--- src/rtl/stopwatch_pkg.sv ---
// Shared stopwatch definitions: digit indices, per-digit limits
// and the press-pulse bundle passed from the conditioner.
package stopwatch_pkg;

  typedef logic [2:0] digit_idx_t;

  localparam digit_idx_t DIGIT_MIN_L = 3'd0;
  localparam digit_idx_t DIGIT_MIN_R = 3'd1;
  localparam digit_idx_t DIGIT_SEC_L = 3'd2;
  localparam digit_idx_t DIGIT_SEC_R = 3'd3;

  localparam logic [3:0] DIGIT_LIMIT [4] = '{4'd9, 4'd9, 4'd5, 4'd9};

  typedef struct packed {
    logic inc;
    logic sel;
    logic rst;
    logic pause;
  } press_t;

  function automatic logic [3:0] digit_limit(input digit_idx_t idx);
    return DIGIT_LIMIT[idx[1:0]];
  endfunction

endpackage

--- src/rtl/debounce.sv ---
// Two-flop synchronizer plus a stability counter; stable only
// follows the synced input after DEB_CYCLES unchanged samples.
module debounce #(
  parameter int DEB_CYCLES = 1_000_000,
  parameter int DEB_W      = 20
) (
  input  logic clk,
  input  logic rst,
  input  logic raw,
  output logic stable
);

  localparam logic [DEB_W-1:0] CNT_LAST = DEB_W'(DEB_CYCLES - 1);

  logic             sync1_q;
  logic             sync2_q;
  logic             stable_q, stable_d;
  logic [DEB_W-1:0] cnt_q, cnt_d;

  always_comb begin
    stable_d = stable_q;
    cnt_d    = cnt_q;
    if (sync2_q == stable_q) begin
      cnt_d = '0;
    end else if (cnt_q == CNT_LAST) begin
      stable_d = sync2_q;
      cnt_d    = '0;
    end else begin
      cnt_d = cnt_q + 1'b1;
    end
  end

  always_ff @(posedge clk or posedge rst) begin
    if (rst) begin
      sync1_q  <= 1'b0;
      sync2_q  <= 1'b0;
      stable_q <= 1'b0;
      cnt_q    <= '0;
    end else begin
      sync1_q  <= raw;
      sync2_q  <= sync1_q;
      stable_q <= stable_d;
      cnt_q    <= cnt_d;
    end
  end

  assign stable = stable_q;

endmodule

--- src/rtl/input_conditioner.sv ---
// Stopwatch front end: debounced buttons become press pulses that
// drive pause/clear control and the digit-adjust datapath.
module input_conditioner
  import stopwatch_pkg::*;
#(
  parameter int DEB_CYCLES = 1_000_000,
  parameter int DEB_W      = 20
) (
  input  logic       clk,
  input  logic       rst,
  input  logic       btn_pause,
  input  logic       btn_reset,
  input  logic       btn_sel,
  input  logic       btn_inc,
  input  logic       sw_adj,
  output logic       paused,
  output logic       clr,
  output logic       adj,
  output logic [2:0] adj_sel,
  output logic [3:0] adj_val,
  output logic       adj_we
);

  logic [4:0] raw;
  logic [4:0] stable;

  assign raw = {sw_adj, btn_inc, btn_sel, btn_reset, btn_pause};

  for (genvar g = 0; g < 5; g++) begin : g_deb
    debounce #(
      .DEB_CYCLES(DEB_CYCLES),
      .DEB_W     (DEB_W)
    ) u_deb (
      .clk   (clk),
      .rst   (rst),
      .raw   (raw[g]),
      .stable(stable[g])
    );
  end

  logic       btn_prev_q;
  logic [3:0] prev_q;
  press_t     press;
  logic       adj_s;
  logic       adj_edge;

  logic       paused_q, paused_d;
  logic       clr_q, clr_d;
  digit_idx_t sel_q, sel_d;
  logic [3:0] val_q, val_d;
  logic       we_q, we_d;

  // Edge detect on the registered stable levels; releases never pulse.
  assign press    = press_t'(stable[3:0] & ~prev_q);
  assign adj_s    = stable[4];
  assign adj_edge = adj_s ^ btn_prev_q;

  always_comb begin
    paused_d = paused_q;
    clr_d    = press.rst;
    sel_d    = sel_q;
    val_d    = val_q;
    we_d     = 1'b0;
    if (press.pause && !adj_s) begin
      paused_d = ~paused_q;
    end
    // Adjust-mode entry/exit overrides any coincident sel/inc press.
    if (adj_edge) begin
      sel_d = DIGIT_MIN_L;
      val_d = '0;
    end else if (adj_s) begin
      if (press.sel) begin
        sel_d = (sel_q == DIGIT_SEC_R) ? DIGIT_MIN_L : sel_q + 3'd1;
        val_d = '0;
      end else if (press.inc) begin
        val_d = (val_q == digit_limit(sel_q)) ? 4'd0 : val_q + 4'd1;
        we_d  = 1'b1;
      end
    end
  end

  always_ff @(posedge clk or posedge rst) begin
    if (rst) begin
      prev_q     <= '0;
      btn_prev_q <= 1'b0;
      paused_q   <= 1'b0;
      clr_q      <= 1'b0;
      sel_q      <= DIGIT_MIN_L;
      val_q      <= '0;
      we_q       <= 1'b0;
    end else begin
      prev_q     <= stable[3:0];
      btn_prev_q <= adj_s;
      paused_q   <= paused_d;
      clr_q      <= clr_d;
      sel_q      <= sel_d;
      val_q      <= val_d;
      we_q       <= we_d;
    end
  end

  assign paused  = paused_q;
  assign clr     = clr_q;
  assign adj     = adj_s;
  assign adj_sel = sel_q;
  assign adj_val = val_q;
  assign adj_we  = we_q;

endmodule
--- config.mk ---
export PLATFORM = sky130hd
export DESIGN_NAME = input_conditioner
export DESIGN_NICKNAME = d
export VERILOG_FILES = /design/src/rtl/stopwatch_pkg.sv /design/src/rtl/debounce.sv /design/src/rtl/input_conditioner.sv
export SDC_FILE = /design/constraint.sdc
export NUM_CORES = 1
export LEC_CHECK = 0
export ABC_AREA = 1
export BUFFER_PORTS_ARGS = -buffer_cell sky130_fd_sc_hd__clkbuf_2
export CORE_MARGIN = 4
export CORE_UTILIZATION = 40
export CTS_BUF_LIST = sky130_fd_sc_hd__clkbuf_4 sky130_fd_sc_hd__clkbuf_8
export DETAILED_ROUTE_END_ITERATION = 6
export SLEW_MARGIN = 20
export SYNTH_ARGS = -nofsm -noshare
export SYNTH_HDL_FRONTEND = slang
export SYNTH_SLANG_ARGS = --single-unit
--- constraint.sdc ---
create_clock -name clk -period 5.3 [get_ports clk]
set_clock_uncertainty 0.15 [all_clocks]
set_input_delay 0.53 -clock clk [delete_from_list [all_inputs] [get_ports clk]]
set_output_delay 0.53 -clock clk [all_outputs]
set_load 0.01 [all_outputs]
==> metrics.csv <==
stage,metric,value,unit
grt,grt_pass1_wl,24.3,mm
clocking,post_cts_buffers,0,
critical_path,required,5.48,ns
floorplanning,num_rows,47,
critical_path,start_kind,flop,
critical_path,cp_common_cell,inv_1,
finish,layout_commonest_cell,nor2_1,
place,gp_congestion,0.893,
power,p_comb_frac,0.030,
synthesis,synth_area_per_cell,7.87,um2
finish,layout_common_cells,"nor2_1 (225), nand2_1 (175), dfrtp_1 (130)",
finish,drive_gt1_frac,0.0978,
min_path,hp-class,input port to flop,
sta,finalSetupViolCount,0,
clocking,cts_buffers,17,
grt,grt_util_met1,0.212,
routing,avgViaCountPerCell,4.79,
synthesis,synth_edf_count,0,
sta,fmax,0.546,GHz
clocking,cts-resized-gates,0,
critical_path,cp_max_fo,5,
routing,drt-initial-drc-count,293,
sta,timing.final.crit_period,1.83,ns
place,hpwl,9.92,mm
finish,fill_cells,1708,
routing,drc_errors,0,
critical_path,cp_top_family,flip-flops,
synthesis,syn_inst,862,
clocking,htreeDepth,4,
synthesis,synthDominantAreaCellType,dfrtp_1,
synthesis,synth_nets,879,
sta,slew-limit-headroom,0.516,
floorplanning,die_h,138,um
critical_path,path_class,flop to flop,
synthesis,synth_flop_cell,dfrtp_1,
place,io_buffer_count,17,
critical_path,crit_slowest_cell,dfrtp_1,
sta,hold_violations,0,
power,switching_share,0.218,
routing,routed_wl,13.7,mm
clocking,clock_sinks,130,
clocking,insertion_delay,0.44,ns
clocking,tritoncts,done,
routing,wl_per_cell,12.1,um
floorplanning,coreArea,16600,um2
critical_path,cp-end-kind,flop,
synthesis,synthTopCellsByArea,"dfrtp_1 (48%), nor2_1 (12%), nand2_1 (9.7%)",
sta,finalSetupTns,0,ns
finish,syn2layout_area_growth,11.8,%
outcome,status,finished clean,
clocking,max-clock-path-buffers,2,
grt,grt_max_degree,84,
power,internal_power,1550,uW
finish,diodes,0,
finish,final_util,0.457,
sta,hold_ws,0.0509,ns
grt,busiest_layer,met2,
sta,min_period_over_period,0.345,
finish,final_nets,914,
grt,first_global_vias,5154,
power,leakagePower,0.00328,uW
clocking,clk_pin_slew,0.07,ns
grt,globalRouteTotalUtil,0.152,
floorplanning,die-area,19100,um2
synthesis,yosysSeqAreaShare,0.480,
power,p_clk_frac,0.459,
power,seqPwrFrac,0.511,
power,power_density,262,nW/um2
job,cap_violations,0,
critical_path,cp_data_arrival_time,2.01,ns
synthesis,ys_warn_count,0,
sta,worstMarginPinSlew,0.726,ns
power,vdd_drop_max,0.194,mV
critical_path,max_stage_delay,0.42,ns
synthesis,ys_ff_latch,130,
synthesis,synth.distinct_cells,31,
power,switchingPower,433,uW
floorplanning,start_util,0.409,
critical_path,crit_buf_inv,3,
grt,overflow,0,
synthesis,async_reset_ff_frac,1.00,
floorplanning,io_pins,18,
synthesis,synth_area,6780,um2
sta,rsz0062_at_grt,false,
clocking,cts-root-buf,clkbuf_8,
grt,grt_util_met2,0.234,
sta,slew_violations,0,
routing,dr.pass1.iters,5,
synthesis,netlist.area_leader.share,0.480,
grt,antenna_found_initial,0,
routing,vias,5411,
routing,ant_nets,0,
grt,met3_usage,0.0387,
power,finalPower,1980,uW
floorplanning,dieWidth,138,um
critical_path,crit_chain,inv_1 > ha_1 > inv_1 > o21ai_0 > nand2_1 > nand2_1 > inv_1 > nor2_1 > a21oi_1,
clocking,cts-hold-fix-buffers,0,
[metrics by stage]
step	std cells	instance area, um2	setup WS [ns]
2_1_floorplan	862	6780	1.15
3_3_place_gp	1098	7150	3.26
3_5_place_dp	1098	7150	3.26
4_1_cts	1130	7580	3.46
5_1_grt	1130	7580	3.26
6_report	1130	7580	3.47
[worst paths after layout]
kind                                              startpoint                           endpoint  slack, ns  cells past startpoint
setup / recovery           g_deb[4].u_deb.stable$_DFFE_PP0P_             adj_val[0]$_DFFE_PP0P_       3.47                      9
hold / removal                                     btn_pause   g_deb[0].u_deb.sync1_q$_DFF_PP0_       0.05                      1
setup reg to reg           g_deb[4].u_deb.stable$_DFFE_PP0P_             adj_val[0]$_DFFE_PP0P_       3.47                      9
hold reg to reg             g_deb[2].u_deb.sync1_q$_DFF_PP0_   g_deb[2].u_deb.sync2_q$_DFF_PP0_       0.20                      0
max in group asynchronous                                rst   g_deb[3].u_deb.sync2_q$_DFF_PP0_       3.83                      3
min in group asynchronous                                rst  g_deb[1].u_deb.cnt_q[3]$_DFF_PP0_       0.07                      2
[kinds of logic after synthesis]
logic type               Yosys count  share of synthesized area
adder cells (fa/ha/maj)           10                     0.0184
AND/OR/NAND/NOR                  539                      0.343
XOR/XNOR                          57                     0.0769
buffers and inverters             84                     0.0468
AO/OA/AOI/OAI                     42                     0.0354
flip-flops                       130                      0.480
[state kept, by name (all words and copies together) (netlist names)]
register,count
prev_q,4
adj_sel,3
btn_prev_q,1
adj_val,4
g_deb.u_deb.sync2_q,5
g_deb.u_deb.sync1_q,5
paused,1
clr,1
adj_we,1
g_deb.u_deb.cnt_q,100
g_deb.u_deb.stable,5
[routing by layer]
layer,wire length (um),vias up
li1,-,2801
met1,6900,2494
met2,6100,89
met3,447,27
met4,209,0
met5,0,-
[power groups by stage]
| stage | registers (uW) | clock network (uW) | logic, uW |
|---|---|---|---|
| after global placement | 1030 | 0 | 62.5 |
| after floorplan | 1030 | 0 | 45.7 |
| final | 1010 | 910 | 59.7 |
| after detailed placement | 1030 | 0 | 63.2 |
| after CTS | 1010 | 943 | 63.5 |
| after global routing | 1020 | 988 | 71.8 |
[layout make-up]
cell class,count,area [um2],share of cell area
tap,220,275,0.0363
clock buffer,24,312,0.0411
sequential,130,3250,0.429
inverter,82,313,0.0413
multi-input combinational,648,3210,0.424
clock inverter,8,124,0.0163
timing repair buffer,18,92.6,0.0122
[cells in the mapped netlist, types with 10 or more instances]
| master | instances |
|---|---|
| inv_1 | 77 |
| nor2_2 | 13 |
| xnor2_1 | 17 |
| ha_1 | 10 |
| nand4_1 | 18 |
| nand3_1 | 72 |
| xor2_1 | 37 |
| dfrtp_1 | 130 |
| nand2_1 | 175 |
| nor2_1 | 225 |
| o21ai_1 | 11 |
| a21oi_1 | 13 |
| o21ai_0 | 10 |
| nor3_1 | 10 |
Note: power is estimated with default switching activity, not from simulation.
